===== src/rtl/uart_tx_arbiter.sv =====
// uart_tx_arbiter: packet-level round-robin arbiter sharing one UART TX byte stream between N_SRC sources.
// Define UART_TX_ARB_HDR_EN to prefix every packet with one HDR_BASE|source-ID byte.
module uart_tx_arbiter #(
    parameter int         N_SRC    = 4,
    parameter logic [7:0] HDR_BASE = 8'hA0
) (
    input  logic               clk,
    input  logic               rstn,
    input  logic [N_SRC-1:0]   i_tvalid,
    input  logic [8*N_SRC-1:0] i_tdata,
    input  logic [N_SRC-1:0]   i_tkeep,
    input  logic [N_SRC-1:0]   i_tlast,
    output logic [N_SRC-1:0]   o_tready,
    output logic               o_tvalid,
    output logic [7:0]         o_tdata,
    output logic               o_tkeep,
    output logic               o_tlast,
    input  logic               i_tready,
    output logic [2:0]         o_grant_id,
    output logic               o_busy
);
    localparam int GW = $clog2(N_SRC);

`ifdef UART_TX_ARB_HDR_EN
    typedef enum logic [1:0] {IDLE, PASS, HDR} state_t;
`else
    typedef enum logic [1:0] {IDLE, PASS} state_t;
`endif

    state_t                 r_state;
    logic [GW-1:0]          r_grant;
    logic [GW-1:0]          r_last;
    logic [GW-1:0]          w_pick;
    logic [GW-1:0]          w_idx;
    logic [N_SRC-1:0][7:0]  w_bytes;
    logic                   w_pass;
    logic                   w_hdr;
    logic                   w_beat;

    // Scan downward so the last hit is the first requester above r_last.
    always_comb begin
        w_pick = r_last;
        w_idx  = r_last;
        for (int i = N_SRC; i >= 1; i--) begin
            w_idx = GW'((int'(r_last) + i) % N_SRC);
            if (i_tvalid[w_idx]) w_pick = w_idx;
        end
    end

    assign w_bytes = i_tdata;
    assign w_pass  = r_state == PASS;
`ifdef UART_TX_ARB_HDR_EN
    assign w_hdr   = r_state == HDR;
`else
    assign w_hdr   = 1'b0;
`endif
    assign w_beat     = w_pass & i_tvalid[r_grant] & i_tready;
    assign o_tvalid   = w_pass ? i_tvalid[r_grant] : w_hdr;
    assign o_tdata    = w_pass ? w_bytes[r_grant] : (HDR_BASE | 8'(r_grant));
    assign o_tkeep    = w_pass ? i_tkeep[r_grant] : w_hdr;
    assign o_tlast    = w_pass & i_tlast[r_grant];
    assign o_tready   = w_pass ? (N_SRC'(i_tready) << r_grant) : '0;
    assign o_busy     = r_state != IDLE;
    assign o_grant_id = 3'(r_grant);

    always_ff @(posedge clk or negedge rstn) begin
        if (!rstn) begin
            r_state <= IDLE;
            r_grant <= '0;
            r_last  <= GW'(N_SRC - 1);
        end else begin
            case (r_state)
                IDLE: if (|i_tvalid) begin
                    r_grant <= w_pick;
`ifdef UART_TX_ARB_HDR_EN
                    r_state <= HDR;
`else
                    r_state <= PASS;
`endif
                end
`ifdef UART_TX_ARB_HDR_EN
                HDR: if (i_tready) r_state <= PASS;
`endif
                PASS: if (w_beat & i_tlast[r_grant]) begin
                    r_state <= IDLE;
                    r_last  <= r_grant;
                end
                default: r_state <= IDLE;
            endcase
        end
    end
endmodule

===== config.mk =====
export PLATFORM = sky130hd
export DESIGN_NAME = uart_tx_arbiter
export DESIGN_NICKNAME = d
export VERILOG_FILES = /design/src/rtl/uart_tx_arbiter.sv
export SDC_FILE = /design/constraint.sdc
export NUM_CORES = 1
export LEC_CHECK = 0
export CAP_MARGIN = 20
export CORE_MARGIN = 2
export CORE_UTILIZATION = 31
export CTS_CLUSTER_SIZE = 20
export DETAILED_ROUTE_END_ITERATION = 12
export GPL_TIMING_DRIVEN = 0
export PLACE_DENSITY_LB_ADDON = 0.12
export SLEW_MARGIN = 5
export SYNTH_ARGS = -nofsm -noshare
export SYNTH_HDL_FRONTEND = slang
export SYNTH_SLANG_ARGS = --single-unit

===== constraint.sdc =====
create_clock -name clk -period 1.9 [get_ports clk]
set_input_delay 0.38 -clock clk [delete_from_list [all_inputs] [get_ports clk]]
set_output_delay 0.38 -clock clk [all_outputs]
set_load 0.02 [all_outputs]

# Word-level counts from Yosys, hierarchy flattened

Cells that the tools add are included.

Bits in registers: 6
Input bits: 47
Output and inout bits: 19
Logic and storage cells: 53

Add/sub/neg operators: 4
Magnitude comparators: 5
Equality and inequality tests: 3
Shifts and indexed selects: 1
Mux-type cells: 27
Bitwise logic cells: 4
Reduce and logical (&&, ||, !) cells: 6

Operator list:

| kind                                                  | number |
|---|---|
| binary-select mux 8 bit (select 2 bit)                | 1 |
| two-way mux 8 bit                                     | 2 |
| < comparator 2 x 3 -> 1 bit, second input constant    | 5 |
| binary-select mux 1 bit (select 2 bit)                | 7 |
| two-way mux 2 bit                                     | 6 |
| two-way mux 1 bit                                     | 9 |
| AND reduction 2 bit                                   | 3 |
| adder 2 x 1 -> 2 bit, second input constant           | 2 |
| adder 2 bit, second input constant                    | 2 |
| bitwise AND 1 bit                                     | 4 |
| two-way mux 4 bit                                     | 1 |
| one-hot mux 2 bit (2 select lines)                    | 1 |
| OR reduction 4 bit                                    | 1 |
| left shift 1 x 2 -> 4 bit                             | 1 |
| == test 2 x 1 -> 1 bit, second input constant         | 1 |
| logical NOT 2 bit                                     | 1 |
| inequality test 2 x 1 -> 1 bit, second input constant | 1 |
| inequality test 2 bit, second input constant          | 1 |
| nonzero test 2 bit                                    | 1 |

# Logic depth before layout (Yosys ltp)

Word-level depth: 7
Depth in mapped cells: 5
Mapped depth without buffers: 4

# Worst setup path before layout

Ideal clock, no wire load.

Path kind: reg2out
Start: reg r_grant[0]
End: out o_tdata[7]
Arrival time: 1.506 ns
Data required time: 1.520 ns
Path slack: 0.014 ns
Cell stages (with the launch flop): 4
Buffers on the path: 1
Cells stage by stage: dfrtp_1 -> buf_4 -> mux4_2 -> nand2b_1

Cells in the longest elaborated chain, start to end: 3

Ends and longest elaborated chain:

| element                                 | RTL line | text |
|---|---|---|
| from (decl)                             | 31       | `logic [GW-1:0] r_grant;` |
| from (signal assigned)                  | 74       | `r_grant <= w_pick;` |
| binary-select mux 8 bit (select 2 bit)  | 59       | `assign o_tdata = w_pass ? w_bytes[r_grant] : (HDR_BASE \| 8'(r_grant));` |
| two-way mux 8 bit (not written as such) | 59       |  |
| two-way mux 8 bit                       | 59       |  |
| to (decl)                               | 15       | `output logic [7:0] o_tdata,` |

No other way between the ends. The select of a mux whose other input is x is not followed.

# Final worst setup path

Same ends and word-level chain as after synthesis.

==> metrics.txt <==
r2r startpoint r_grant[1]; top cells by count, synth 7 x mux2i_1, 6 x mux4_2, 5 x and2_1, 5 x nor2_1; Synth cell types 35; R2R depth 6; CTS tree yes; share of cells above drive strength 1 between 30% and 40%; Via density ~5.0; IO Count 66; first-pass GRT wire length 3.59 mm; Core Area 2210 um^2; Combinational Power Share a little over four fifths; failing checks negative setup slack; clock share of power slightly below 6%; nets ~200; HPWL after DPL 1.95 mm; RSZ-0062 raised after global routing yes; worst clock skew between 8 and 9 ps; die area between 2000 and 3000 um^2; Worst-Skew Late Latency roughly 250 ps; Mapped Area between 700 and 800 um^2; non-filler cells, final 178; Hold WC Path Type input port to async pin; synth top area cells mux4_2 19%, dfrtp_1 10%, mux2i_1 9.7%, dfstp_2 7.3%, mux2_1 6.2%; CP Cell Sequence buf_12 -> mux4_2 -> nand2b_4 -> buf_6; CP Launch Type register; Antenna Cells 0; syn avg cell area between 9 and 10 um^2; critical path class register to primary output; Clock Sinks 5; Yosys reg bits 5; cell taking the most area after synthesis mux4_2; routed via count just under 900; Synth top area share a little under a fifth; pin count of the biggest net entering global routing 11; Max Slew Vio Count 0; CTS clk-pin slew, worst paths 50 ps; largest driver fanout on the critical path 5; Critical-path top delay cell mux4_2; Net Count, Synth between 100 and 150; CP peak stage delay roughly 500 ps; Total GRT Usage between 10% and 20%; Yosys warnings 0; PwrDens between 1000 and 1500 nW/um^2; Setup Slack @ Placement -438 ps; Remaining Overflow, GRT 0; final hold violation count 0; switching power ~880 uW; status complete, but fails checks; Antenna Nets Post-Route 0; Fill cells 186; Area Overhead vs Synth 111%; Starting Density between 30 and 40%; CTS Hold Bufs 0; Final Cycle Share 104%; RD Place Congestion approximately 0.77; IO Port Bufs 64; Internal Power roughly 1.3 mW; R2R Setup Slk approximately 410 ps; Switching Fraction 41.2%; crit path time final 1980 ps; count leader, synth mux2i_1; TritonCTS buffer count 3; vias in the first global route approximately 840; critical path data arrival time about 1600 ps; Cell Rows 17; Main synth FF type dfrtp_1; element type at the critical path end primary output; setup tns final -417 ps; Max Buffers Root-to-Sink 2; Leakage about 0.67 nW; area occupied by multi-input gates approximately 560 um^2; Synth Instances 76; total chip power 2.14 mW; Seq pwr share about a tenth; fmax approximately 500 MHz; Post-Route WL between 2 and 2.5 mm; Sequential cell area ~130 um^2; WP data required 1520 ps; DR pass1 iterations 5; register area share after synthesis ~18%; initial antenna violation count 0; Iter 0 DRT Violations 8; Max H-tree Level 1; clock root cell clkbuf_4; Die Span Y 52.3 um; Async SR Flop Fraction 100%; Die Width about 52 um; largest vdd supply drop around 0.88 mV; Post-synth EDFFs 0; # setup viols final 7; R2R Path End r_last[0]; Maximum Capacitance Violations 0; worst setup margin -81.3 ps; Residual DRC 0; routed len/inst roughly 14 um; DP Cell Count around 170
==> layout make-up <==
class / instances / share of cell area [%]
tap: 28 / 2.29
timing repair buffer: 70 / 44.9
clock buffer: 4 / 1.72
buffer: 8 / 5.23
multi-input combinational: 60 / 36.7
sequential: 5 / 8.42
inverter: 3 / 0.736
==> state kept, by name, summed over array words and instances (netlist names) <==
register	flops
r_state	1
r_grant	2
r_last	2
==> power groups by stage <==
stage | Clock, mW | Combinational, mW | Sequential, mW
2_1_floorplan | 0 | 0.925 | 0.236
6_report | 0.124 | 1.81 | 0.214
3_5_place_dp | 0 | 1.56 | 0.210
5_1_grt | 0.141 | 1.93 | 0.219
4_1_cts | 0.128 | 1.51 | 0.204
3_3_place_gp | 0 | 1.54 | 0.208
==> what timing repair did <==
action / in CTS / in global routing
gates resized for setup: 66 / 35
setup buffers: 3 / 2
pin swaps: 0 / 6
endpoints found under the setup margin: 15 / 15
gates cloned: 0 / 1
endpoints found under the hold margin: 0 / 0
==> per-stage QoR <==
step / util, % / hold slack, ps / area (um^2)
2_1_floorplan: - / 84.4 / 724
3_3_place_gp: 63.3 / 610 / 1400
3_5_place_dp: 63.3 / 610 / 1400
4_1_cts: 64.4 / 345 / 1430
5_1_grt: 69.2 / 358 / 1530
6_report: 69.2 / 349 / 1530
==> cell families (layout without fill, tap and decap cells) <==
group                  count (synthesis)  after routing  share of synthesized area [%]
AND/OR/NAND/NOR                       27             27                           21.2
multiplexers                          18             18                           38.2
AO/OA/AOI/OAI                         14             14                           13.8
buffers and inverters                 11             85                           8.64
flip-flops                             5              5                           17.6
other                                  1              1                          0.518
==> per-layer routing <==
| layer | track usage (%) | wire, um | vias to the layer above |
|---|---|---|---|
| li1 | - | - | 431 |
| met1 | 18.2 | 929 | 419 |
| met2 | 31.7 | 1210 | 42 |
| met3 | 7.43 | 356 | 2 |
| met4 | 3.85 | 8 | 0 |
| met5 | 0 | 0 | - |
==> layout by cell type (no fill, tap or decap), types with 2 or more instances in the layout <==
master	synthesis	final
a31oi_1	4	4
dfstp_2	2	2
nor3_1	2	2
buf_4	3	8
clkbuf_4	0	3
clkbuf_1	2	2
mux4_2	6	7
nand2b_4	0	2
nor2_1	5	5
and2_4	0	5
buf_2	2	6
mux2i_1	7	6
clkdlybuf4s50_1	0	48
mux2_1	4	4
inv_1	2	2
buf_6	1	11
nand2_1	3	3
dfrtp_1	3	2
nand2b_1	4	2
a21oi_1	3	3
==> critical path, delay by kind of cell, from the launching register on <==
family	cells	cell delay, ps
simple gates	1	160
mux	1	500
buf+inv	2	260
flops	1	440
==> how the worst max path moves through the flow <==
stage / startpoint / to / slack (ps)
6_report: r_grant[0] / o_tdata[7] / -80
5_1_grt: r_grant[0] / o_tdata[7] / -140
4_1_cts: r_grant[0] / o_tdata[7] / -80
3_5_place_dp: i_tdata[31] / o_tdata[7] / -440
3_3_place_gp: r_grant[0] / o_tdata[6] / -410
2_1_floorplan: r_grant[0] / o_tdata[7] / 10
(Power assumes the default switching activity.)
